## src/rtl/br_resolve_pkg.sv

```systemverilog
// Shared types and constants for the EX-stage branch resolution slice.
package br_resolve_pkg;

  localparam int unsigned BR_WD        = 33;
  localparam int unsigned STALL_W      = 6;
  localparam int unsigned EX_STALL_BIT = 3;

  localparam logic Stop   = 1'b1;
  localparam logic NoStop = 1'b0;

  typedef enum logic [3:0] {
    BR_NONE = 4'd0,
    BEQ,
    BNE,
    BGEZ,
    BGTZ,
    BLEZ,
    BLTZ,
    BGEZAL,
    BLTZAL,
    J,
    JAL,
    JR,
    JALR
  } br_op_e;

  typedef enum logic [1:0] {
    StIdle,
    StHold,
    StDone
  } br_state_e;

  // Word offset of a B-type branch, sign-extended and scaled to bytes.
  function automatic logic [31:0] br_offset(input logic [15:0] imm);
    return {{14{imm[15]}}, imm, 2'b00};
  endfunction

endpackage

```

## src/rtl/br_resolve_if.sv

```systemverilog
// EX-side branch operands, the incoming prediction and the redirect/training bus.
interface br_resolve_if;
  import br_resolve_pkg::*;

  logic              ex_valid;
  logic [31:0]       ex_pc;
  br_op_e            br_op;
  logic [31:0]       rs_data;
  logic [31:0]       rt_data;
  logic [15:0]       imm16;
  logic [25:0]       instr_index;
  logic              ds_in_id;
  logic [BR_WD-1:0]  bp_to_ex_bus;
  logic [BR_WD-1:0]  br_bus;
  logic              br_pending;

  modport master (
    output ex_valid, ex_pc, br_op, rs_data, rt_data, imm16, instr_index, ds_in_id,
    output bp_to_ex_bus,
    input  br_bus, br_pending
  );

  modport slave (
    input  ex_valid, ex_pc, br_op, rs_data, rt_data, imm16, instr_index, ds_in_id,
    input  bp_to_ex_bus,
    output br_bus, br_pending
  );

endinterface

```

## src/rtl/br_resolve_eval.sv

```systemverilog
// Combinational branch evaluator: actual direction, actual target and correct next PC.
module br_eval
  import br_resolve_pkg::*;
(
  input  br_op_e      br_op,
  input  logic [31:0] rs,
  input  logic [31:0] rt,
  input  logic [15:0] imm16,
  input  logic [25:0] instr_index,
  input  logic [31:0] ex_pc,
  output logic        taken,
  output logic [31:0] target,
  output logic [31:0] next_pc
);

  logic [31:0] pc_plus4;
  logic [31:0] pc_plus8;
  logic        rs_zero;

  assign pc_plus4 = ex_pc + 32'd4;
  assign pc_plus8 = ex_pc + 32'd8;
  assign rs_zero  = (rs == 32'd0);

  always_comb begin
    taken  = 1'b0;
    target = pc_plus4 + br_offset(imm16);
    case (br_op)
      BEQ:            taken = (rs == rt);
      BNE:            taken = (rs != rt);
      BGEZ, BGEZAL:   taken = ~rs[31];
      BLTZ, BLTZAL:   taken = rs[31];
      BGTZ:           taken = ~rs[31] & ~rs_zero;
      BLEZ:           taken = rs[31] | rs_zero;
      J, JAL: begin
        taken  = 1'b1;
        target = {pc_plus4[31:28], instr_index, 2'b00};
      end
      JR, JALR: begin
        taken  = 1'b1;
        target = rs;
      end
      default:        taken = 1'b0;
    endcase
  end

  assign next_pc = taken ? target : pc_plus8;

endmodule

```

## src/rtl/br_resolve.sv

```systemverilog
// Branch resolution: compares actual outcome with the prediction, issues one redirect per
// branch once its delay slot is in ID, and counts branches and redirects.
module br_resolve
  import br_resolve_pkg::*;
#(
  parameter int unsigned CNT_W = 32
) (
  input  logic               clk,
  input  logic               rst,
  input  logic [STALL_W-1:0] stall,
  input  logic               flush,
  br_resolve_if.slave        bus,
  output logic [CNT_W-1:0]   br_cnt,
  output logic [CNT_W-1:0]   mispred_cnt
);

  logic        taken;
  logic [31:0] target;
  logic [31:0] next_pc;

  br_eval u_eval (
    .br_op       (bus.br_op),
    .rs          (bus.rs_data),
    .rt          (bus.rt_data),
    .imm16       (bus.imm16),
    .instr_index (bus.instr_index),
    .ex_pc       (bus.ex_pc),
    .taken       (taken),
    .target      (target),
    .next_pc     (next_pc)
  );

  br_state_e   state_q;
  logic        pending_q;
  logic [31:0] hold_target_q;

  logic        pred_e;
  logic [31:0] pred_target;
  logic        is_br;
  logic        mis;
  logic        ex_hold;
  logic        fire;
  logic [31:0] fire_target;
  logic        unused_stall;

  assign pred_e       = bus.bp_to_ex_bus[BR_WD-1];
  assign pred_target  = bus.bp_to_ex_bus[31:0];
  assign is_br        = bus.ex_valid && (bus.br_op != BR_NONE);
  assign mis          = is_br && ((taken != pred_e) || (taken && (target != pred_target)));
  assign ex_hold      = (stall[EX_STALL_BIT] == Stop);
  assign unused_stall = ^{stall[STALL_W-1:EX_STALL_BIT+1], stall[EX_STALL_BIT-1:0]};

  // Redirect is combinational so a branch with its delay slot present redirects at once.
  always_comb begin
    fire        = 1'b0;
    fire_target = next_pc;
    if (!rst && !flush) begin
      case (state_q)
        StIdle:  fire = mis && bus.ds_in_id;
        StHold: begin
          fire        = bus.ds_in_id;
          fire_target = hold_target_q;
        end
        default: fire = 1'b0;
      endcase
    end
  end

  assign bus.br_bus     = {fire, fire ? fire_target : 32'd0};
  assign bus.br_pending = pending_q;

  always_ff @(posedge clk) begin
    if (rst) begin
      state_q       <= StIdle;
      pending_q     <= 1'b0;
      hold_target_q <= 32'd0;
      br_cnt        <= '0;
      mispred_cnt   <= '0;
    end else begin
      if (fire) mispred_cnt <= mispred_cnt + 1'b1;
      if (is_br && !ex_hold && !flush) br_cnt <= br_cnt + 1'b1;

      if (flush) begin
        state_q   <= StIdle;
        pending_q <= 1'b0;
      end else begin
        case (state_q)
          StIdle: begin
            if (mis) begin
              if (!bus.ds_in_id) begin
                state_q       <= StHold;
                pending_q     <= 1'b1;
                hold_target_q <= next_pc;
              end else if (ex_hold) begin
                state_q <= StDone;
              end
            end
          end
          StHold: begin
            if (bus.ds_in_id) begin
              pending_q <= 1'b0;
              state_q   <= ex_hold ? StDone : StIdle;
            end
          end
          StDone: begin
            // The fired branch is still in EX; wait for it to leave without refiring.
            if (!ex_hold) state_q <= StIdle;
          end
          default: state_q <= StIdle;
        endcase
      end
    end
  end

endmodule

```

## src/flat_wrapper.sv

```systemverilog
// flat-port wrapper written by rule: the top's interface ports become plain ports
module br_resolve_flat import br_resolve_pkg::*;
#(
  parameter int unsigned CNT_W = 32
)
  (clk, rst, stall, flush, br_cnt, mispred_cnt, bus_ex_valid, bus_ex_pc, bus_br_op, bus_rs_data, bus_rt_data, bus_imm16, bus_instr_index, bus_ds_in_id, bus_bp_to_ex_bus, bus_br_bus, bus_br_pending);
  br_resolve_if bus_i ();
  input  logic clk;
  input  logic rst;
  input  logic [STALL_W-1:0] stall;
  input  logic flush;
  output logic [CNT_W-1:0] br_cnt;
  output logic [CNT_W-1:0] mispred_cnt;
  input wire logic [$bits(bus_i.ex_valid)-1:0] bus_ex_valid;
  input wire logic [$bits(bus_i.ex_pc)-1:0] bus_ex_pc;
  input wire logic [$bits(bus_i.br_op)-1:0] bus_br_op;
  input wire logic [$bits(bus_i.rs_data)-1:0] bus_rs_data;
  input wire logic [$bits(bus_i.rt_data)-1:0] bus_rt_data;
  input wire logic [$bits(bus_i.imm16)-1:0] bus_imm16;
  input wire logic [$bits(bus_i.instr_index)-1:0] bus_instr_index;
  input wire logic [$bits(bus_i.ds_in_id)-1:0] bus_ds_in_id;
  input wire logic [$bits(bus_i.bp_to_ex_bus)-1:0] bus_bp_to_ex_bus;
  output wire logic [$bits(bus_i.br_bus)-1:0] bus_br_bus;
  output wire logic [$bits(bus_i.br_pending)-1:0] bus_br_pending;
  assign bus_i.ex_valid = bus_ex_valid;
  assign bus_i.ex_pc = bus_ex_pc;
  assign bus_i.br_op = bus_br_op;
  assign bus_i.rs_data = bus_rs_data;
  assign bus_i.rt_data = bus_rt_data;
  assign bus_i.imm16 = bus_imm16;
  assign bus_i.instr_index = bus_instr_index;
  assign bus_i.ds_in_id = bus_ds_in_id;
  assign bus_i.bp_to_ex_bus = bus_bp_to_ex_bus;
  assign bus_br_bus = bus_i.br_bus;
  assign bus_br_pending = bus_i.br_pending;
  br_resolve #(.CNT_W(CNT_W)) u_core (.clk(clk), .rst(rst), .stall(stall), .flush(flush), .bus(bus_i), .br_cnt(br_cnt), .mispred_cnt(mispred_cnt));
endmodule
```

## config.mk

```make
export PLATFORM = sky130hd
export DESIGN_NAME = br_resolve_flat
export DESIGN_NICKNAME = d
export VERILOG_FILES = /design/src/rtl/br_resolve_pkg.sv /design/src/rtl/br_resolve_if.sv /design/src/rtl/br_resolve_eval.sv /design/src/rtl/br_resolve.sv /design/src/flat_wrapper.sv
export SDC_FILE = /design/constraint.sdc
export NUM_CORES = 1
export LEC_CHECK = 0
export ABC_AREA = 1
export CAP_MARGIN = 20
export CORE_MARGIN = 5
export CORE_UTILIZATION = 40
export DETAILED_ROUTE_END_ITERATION = 6
export PLACE_DENSITY = 0.79
export SLEW_MARGIN = 20
export SYNTH_ARGS = -nofsm -noshare
export SYNTH_HDL_FRONTEND = slang
export SYNTH_SLANG_ARGS = --single-unit
export TNS_END_PERCENT = 30
```

## constraint.sdc

```tcl
create_clock -name clk -period 4.95 [get_ports clk]
set_input_delay 0.99 -clock clk [delete_from_list [all_inputs] [get_ports clk]]
set_output_delay 0.99 -clock clk [all_outputs]
set_load 0.02 [all_outputs]
```

Word-level counts from Yosys, hierarchy flattened
Cells that the tools add are included.
{"block": "totals", "in_bits": 186, "latchBits": 0, "mem_count": 0, "register_bits": 99, "rom_bits": 0, "elab_cells": 82, "ram_bits": 0, "out_inout_bits": 98}
{"block": "classes", "n_reduce_logical": 24, "bitwise_logic": 6, "n_addsub": 5, "multipliers": 0, "shifts": 0, "eq_ne": 23, "mux": 19, "div_mod_pow": 0, "order_cmp": 0}
{"cell": "32-bit 2-to-1 mux", "count": 4}
{"cell": "32-bit by 1-bit adder with 32-bit output (second input constant)", "count": 2}
{"cell": "32-bit != test", "count": 2}
{"cell": "32-bit one-hot mux with 2 select lines", "count": 1}
{"cell": "32-bit by 3-bit adder with 32-bit output (second input constant)", "count": 1}
{"cell": "32-bit adder", "count": 1}
{"cell": "32-bit by 4-bit adder with 32-bit output (second input constant)", "count": 1}
{"cell": "32-bit == test", "count": 1}
{"cell": "32-bit zero test", "count": 1}
{"cell": "4-bit == test (second input constant)", "count": 5}
{"cell": "4-bit by 3-bit == test with 1-bit output (second input constant)", "count": 4}
{"cell": "2-bit 2-to-1 mux", "count": 6}
{"cell": "4-bit AND reduction", "count": 3}
{"cell": "2-bit OR reduction", "count": 5}
{"cell": "4-bit by 2-bit == test with 1-bit output (second input constant)", "count": 2}
{"cell": "1-bit logical AND", "count": 7}
{"cell": "1-bit one-hot mux with 7 select lines", "count": 1}
{"cell": "2-bit != test (second input constant)", "count": 3}
{"cell": "2-bit one-hot mux with 3 select lines", "count": 1}
{"cell": "4-bit by 1-bit == test with 1-bit output (second input constant)", "count": 1}
{"cell": "1-bit 2-to-1 mux", "count": 4}
{"cell": "1-bit NOT", "count": 4}
{"cell": "1-bit one-hot mux with 2 select lines", "count": 2}
{"cell": "4-bit nonzero test", "count": 1}
{"cell": "12 further kinds", "count": 14}

Depth between registers and ports, before layout
{"block": "logic_depth", "depth_word": 11, "ltp_mapped": 34, "ltp_nobuf": 34}

Hierarchy
From an unflattened synthesis, not the netlist that was laid out.
{"block": "hier_totals", "hier_cells": 1960, "hier_area_um2": 11155.7}
{"module": "br_resolve", "cells_per_inst": 959, "area_each_um2": 6150.9, "instances": 1, "seq_area_each_um2": 1981.9}
{"module": "br_eval", "cells_per_inst": 1001, "area_each_um2": 5004.8, "instances": 1, "seq_area_each_um2": 0.0}

Worst setup path after synthesis
No wires, ideal clock.
{"block": "synth_timing", "path_type": "input to output", "start": "input bus_ex_pc[2]", "end": "output bus_br_bus[0]", "path_slack_ns": -0.501, "arrival_time_ns": 4.461, "stages": 28, "required_ns": 3.960, "path_buffers": 1, "cell_sequence": "ha_1 > nand3_1 > nor2_1 > inv_1 > nor2_1 > and2_1 > nand2_1 > nor2_1 > xor2_1 > ha_1 > nand2_1 > inv_1 > and3_1 > and2_1 > a21oi_1 > nand2_1 > nand3_1 > nand3_1 > nand2_1 > nor2_1 > nand2_1 > nor2_1 > nand3_1 > nand3_2 > nand2_4 > nand2_4 > buf_6 > nor3_1"}
{"block": "synth_via", "elab_chain_cells": 11}
{"item": "start: declaration", "line_no": "flat_wrapper.sv:15", "source": "input wire logic [$bits(bus_i.ex_pc)-1:0] bus_ex_pc;"}
{"item": "32-bit by 3-bit adder with 32-bit output (*)", "line_no": "br_resolve_eval.sv:20", "source": "assign pc_plus4 = ex_pc + 32'd4;"}
{"item": "32-bit adder", "line_no": "br_resolve_eval.sv:26", "source": "target = pc_plus4 + br_offset(imm16);"}
{"item": "32-bit one-hot mux with 2 select lines (*)", "line_no": "br_resolve_eval.sv:27", "source": "case (br_op)"}
{"item": "32-bit != test (*)", "line_no": "br_resolve.sv:49", "source": "assign mis = is_br && ((taken != pred_e) || (taken && (target != pred_target)));"}
{"item": "1-bit logical AND (*)", "line_no": "br_resolve.sv:49"}
{"item": "1-bit logical OR (*)", "line_no": "br_resolve.sv:49"}
{"item": "1-bit logical AND (*)", "line_no": "br_resolve.sv:49"}
{"item": "1-bit logical AND (*)", "line_no": "br_resolve.sv:59", "source": "StIdle: fire = mis && bus.ds_in_id;"}
{"item": "1-bit one-hot mux with 2 select lines (*)", "line_no": "br_resolve.sv:58", "source": "case (state_q)"}
{"item": "1-bit 2-to-1 mux (*)", "line_no": "br_resolve.sv:57", "source": "if (!rst && !flush) begin"}
{"item": "32-bit 2-to-1 mux (*)", "line_no": "br_resolve.sv:69", "source": "assign bus.br_bus = {fire, fire ? fire_target : 32'd0};"}
{"item": "end: declaration", "line_no": "flat_wrapper.sv:23", "source": "output wire logic [$bits(bus_i.br_bus)-1:0] bus_br_bus;"}
Every way passes the cells marked *; elsewhere a longest branch is shown, timed or not.

Final worst setup path
{"block": "layout_timing", "start": "input bus_ex_pc[3]", "end": "output bus_br_bus[1]"}
Same word-level chain as after synthesis.

==> results <==
- The library cells used most frequently in the layout, excluding fill and tap cells, are sky130_fd_sc_hd__nand2_1 (607), sky130_fd_sc_hd__buf_4 (359), sky130_fd_sc_hd__inv_1 (258).
- The cell area after synthesis is 0.0112 mm².
- The delay contributed by the slowest stage of the critical path is 360 ps.
- The floorplan step defined a die boundary enclosing 0.0315 mm².
- The y dimension of the die is 177 µm.
- The tree built by TritonCTS fans out to 99 sinks.
- The CTS tree is done.
- The checks that failed: negative setup slack.
- The first global-routing pass estimated 79300 µm of wire.
- The internal power component is 1.96 mW.
- The max-slew violation total from the final report came to 0.
- The later pin in the worst-skew pair is clocked with a latency of 350 ps.
- The maximum fanout along the worst path is 6.
- After layout, the minimum clock period comes to 5790 ps.
- After clock tree synthesis, the clock-pin slew on the worst setup and hold paths is 70 ps.
- By startpoint and endpoint, the worst setup path is classified as input pin to output pin.
- The number of warning messages in the yosys log is 0.
- Hold is met by 462 ps.
- The worst-case clock skew is 8.89 ps.
- In this design, the largest share of critical-path delay is due to simple AND/OR/NAND/NOR gates.
- The post-layout net count is 2896.
- The reg-to-reg setup timing slack is 2390 ps.
- In this run the standard cell core region covers 0.0277 mm².
- The cell that appears most often on the critical path is sky130_fd_sc_hd__nand2_2.
- The die span in x is 177 µm.
- The longest clock path from root to sink contains 2 buffers.
- At the pin with the least slew margin, the transition time is 972 ps.
- The total buffers and inverters traversed by the critical path is 6.
- After layout, the design draws a total of 3.23 mW.
- The share of the Yosys chip area taken by registers is 17.7%.
- STA classifies the critical path startpoint as an input pin.
- The analysis attributes to net switching a power of 1.28 mW.
- The async set or reset register ratio after synthesis is 0%.
- The number of cells after detailed placement is 2961.
- The count of buffers added on input and output ports is 278.
- Net switching is 39.5% of the power.
- The H-tree depth is 3.
- The number of iterations in the first detailed-routing pass is 6.
- For this run, the number of standard cells in the final layout without fillers is 3056.
- The share of the synthesized area in the top cell type is 23.3%.
- The number of enable-type register cells in the synthesized netlist is 0.
- The number of clock buffers inserted by TritonCTS is 9.
- Counting every net in the synthesized netlist gives 2264.
- The share of post-route cells with drive strength above 1 is 28.7%.
- The overall track demand over capacity in global routing is 31.5%.
- In this run, flip-flops and latches consume 25.3% of the power.
- The largest area contributor in the synthesized netlist is sky130_fd_sc_hd__nand2_1.
- The fraction of power consumed by combinational cells is 53.1%.
- The count of endpoints failing hold in the final timing report is 0.
- Once the floorplan was initialized, standard cells occupied 40.4% of the core.
- The mean cell area of the mapped netlist is 5.49 µm².
- Entering global routing, the biggest net connects 75 pins.
- The average wire per standard cell is 17.3 µm.
- Setup repair after global routing could not meet its margin everywhere.
- The floorplan has 61 rows.
- The most used flip-flop cell after synthesis is sky130_fd_sc_hd__dfxtp_1.
- The via count of the first global-routing pass is 15092.
- The number of endpoints failing setup at the final stage is 33.
- In this run the remaining antenna-violating nets after routing total 0.
- Relative to the synthesized area, the layout overhead comes to 73.0%.
- The commonest non-fill, non-tap cell in the layout is sky130_fd_sc_hd__nand2_1.
- Derived from the worst setup path, the maximum achievable clock frequency is 173 MHz.
- For the final routed database, the setup TNS stands at -26200 ps.
- The total power divided by cell area is 167 mW/mm².
- The run finished, with violations left.
- Headroom to the max-slew limit came out at 35.2%.
- The sort of element at the end of the critical path is an output pin.
- The clock tree root buffer cell is sky130_fd_sc_hd__clkbuf_16.
- The data required time at the worst endpoint is 3960 ps.
- The DRC violation count after routing is 0.
- The worst endpoint data arrival time is 4800 ps.
- By area the synthesized netlist is led by sky130_fd_sc_hd__nand2_1 (23%), sky130_fd_sc_hd__dfxtp_1 (18%), sky130_fd_sc_hd__nand3_1 (9.6%).
- The number of distinct standard cells referenced by the synthesized netlist is 44.
- The tool flagged a number of max-cap violations equal to 0.
- For this design the static power due to leakage is 8.81 nW.
- The tightest min-delay check is of the flop to flop type.
- The routed wire length is 52800 µm.
- The instance count of the mapped netlist is 2040.
- The initial antenna violation count is 1.
- The synthesized design contains 99 register bits.
- The detailed placer's ending HPWL is 41800 µm.
- For this run, the share of the core covered by cells in the final layout is 70.0%.
- The weighted congestion reported at the end of routability-driven placement is 1.02.
- For this block, the via count after detailed routing is 15911.
- The total overflow left after global routing is 0.
- The cell type of the slowest stage on the worst timing path is sky130_fd_sc_hd__ha_2.
- After layout, the worst path uses 117% of the clock period.
- The number of vias per cell after detailed routing is 5.21.
- The number of top-level design ports is 284.
- The peak supply drop is 0.183 mV.
- The part of the power in the clock network is 21.6%.
- Once routing completed, OpenROAD measured the worst setup slack at -842 ps.
- After the first detailed-routing iteration, the DRC count stood at 1583.
- After clock tree synthesis, the flow added hold-fix buffers numbering 0.
[sequential cells by signal, summed over array words and instances, names as in the netlist]
signal,count
u_core.state_q,2
u_core.mispred_cnt,32
u_core.hold_target_q,32
u_core.br_cnt,32
u_core.bus.br_pending,1
[final cells by class]
class	count	area, µm²
multi-input combinational	1605	9520
clock buffer	9	225
sequential	99	1980
clock inverter	7	70.1
fill	2367	8320
timing repair buffer	677	6050
tap	378	473
antenna	1	2.50
inverter	280	1060
[worst register-to-register path: cells and delay by family, from the launching register on]
kind                   cells  cell delay (ps)
flip-flops                 1              370
AND/OR/NAND/NOR           11             1730
AO/OA/AOI/OAI              2              250
buffers and inverters      2              170
[cells in the mapped netlist, drive strengths merged, types with 2 or more instances]
library cell,number
nand2,701
inv,279
nand3,218
nor2,208
a21oi,146
dfxtp,99
xor2,58
xnor2,51
nor3,48
o21ai,48
ha,37
clkbuf,31
buf,25
nand4,23
nand3b,15
nor4,15
a31oi,11
and2,8
a21o,3
a211oi,2
nor3b,2
o211ai,2
o21a,2
or2,2
[power by group through the flow]
stage	clock, mW	sequential [mW]	combinational (mW)
after global routing	0.747	0.818	1.84
after global placement	0	0.834	1.44
after CTS	0.711	0.816	1.60
final	0.699	0.817	1.72
after floorplan	0	0.835	0.697
after detailed placement	0	0.835	1.46
[layer usage]
metal,track usage [%],share of wire (%)
met5,0,0
met4,12.7,4.9
met3,4.30,8.1
met2,53.4,46
met1,40.5,41
[what timing repair did]
item	4_1_cts	5_1_grt
pin swaps	123	77
setup endpoints to repair	99	58
cloned	1	0
setup buffers	61	19
gates resized for setup	474	120
[path summary, 6_finish.rpt]
kind	start	end	depth (start not counted)
max	bus_ex_pc[3]	bus_br_bus[1]	35
min reg2reg	u_core.hold_target_q[7]$_SDFFE_PP0P_	u_core.hold_target_q[7]$_SDFFE_PP0P_	2
max reg2reg	u_core.br_cnt[0]$_SDFFE_PP0P_	u_core.br_cnt[31]$_SDFFE_PP0P_	15
min	u_core.hold_target_q[7]$_SDFFE_PP0P_	u_core.hold_target_q[7]$_SDFFE_PP0P_	2
[metrics by stage]
step                      area [µm²]  worst slack, ps
final                          19400             -842
after floorplan                11700             -151
after global routing           19400            -1030
after global placement         17200            -1870
after CTS                      18700             -698
after detailed placement       17200            -1970
[kinds of logic (layout without fill, tap and decap cells)]
group                    after synthesis  count (layout)  share of synthesized area (%)
flip-flops                            99              99                           17.7
AND/OR/NAND/NOR                     1241            1241                           47.3
AO/OA/AOI/OAI                        217             217                           10.1
adder cells (fa/ha/maj)               38              38                           4.31
buffers and inverters                336             973                           12.1
other                                  0               1                              0
XOR/XNOR                             109             109                           8.52
No activity file was read; power rests on OpenSTA's default activity.
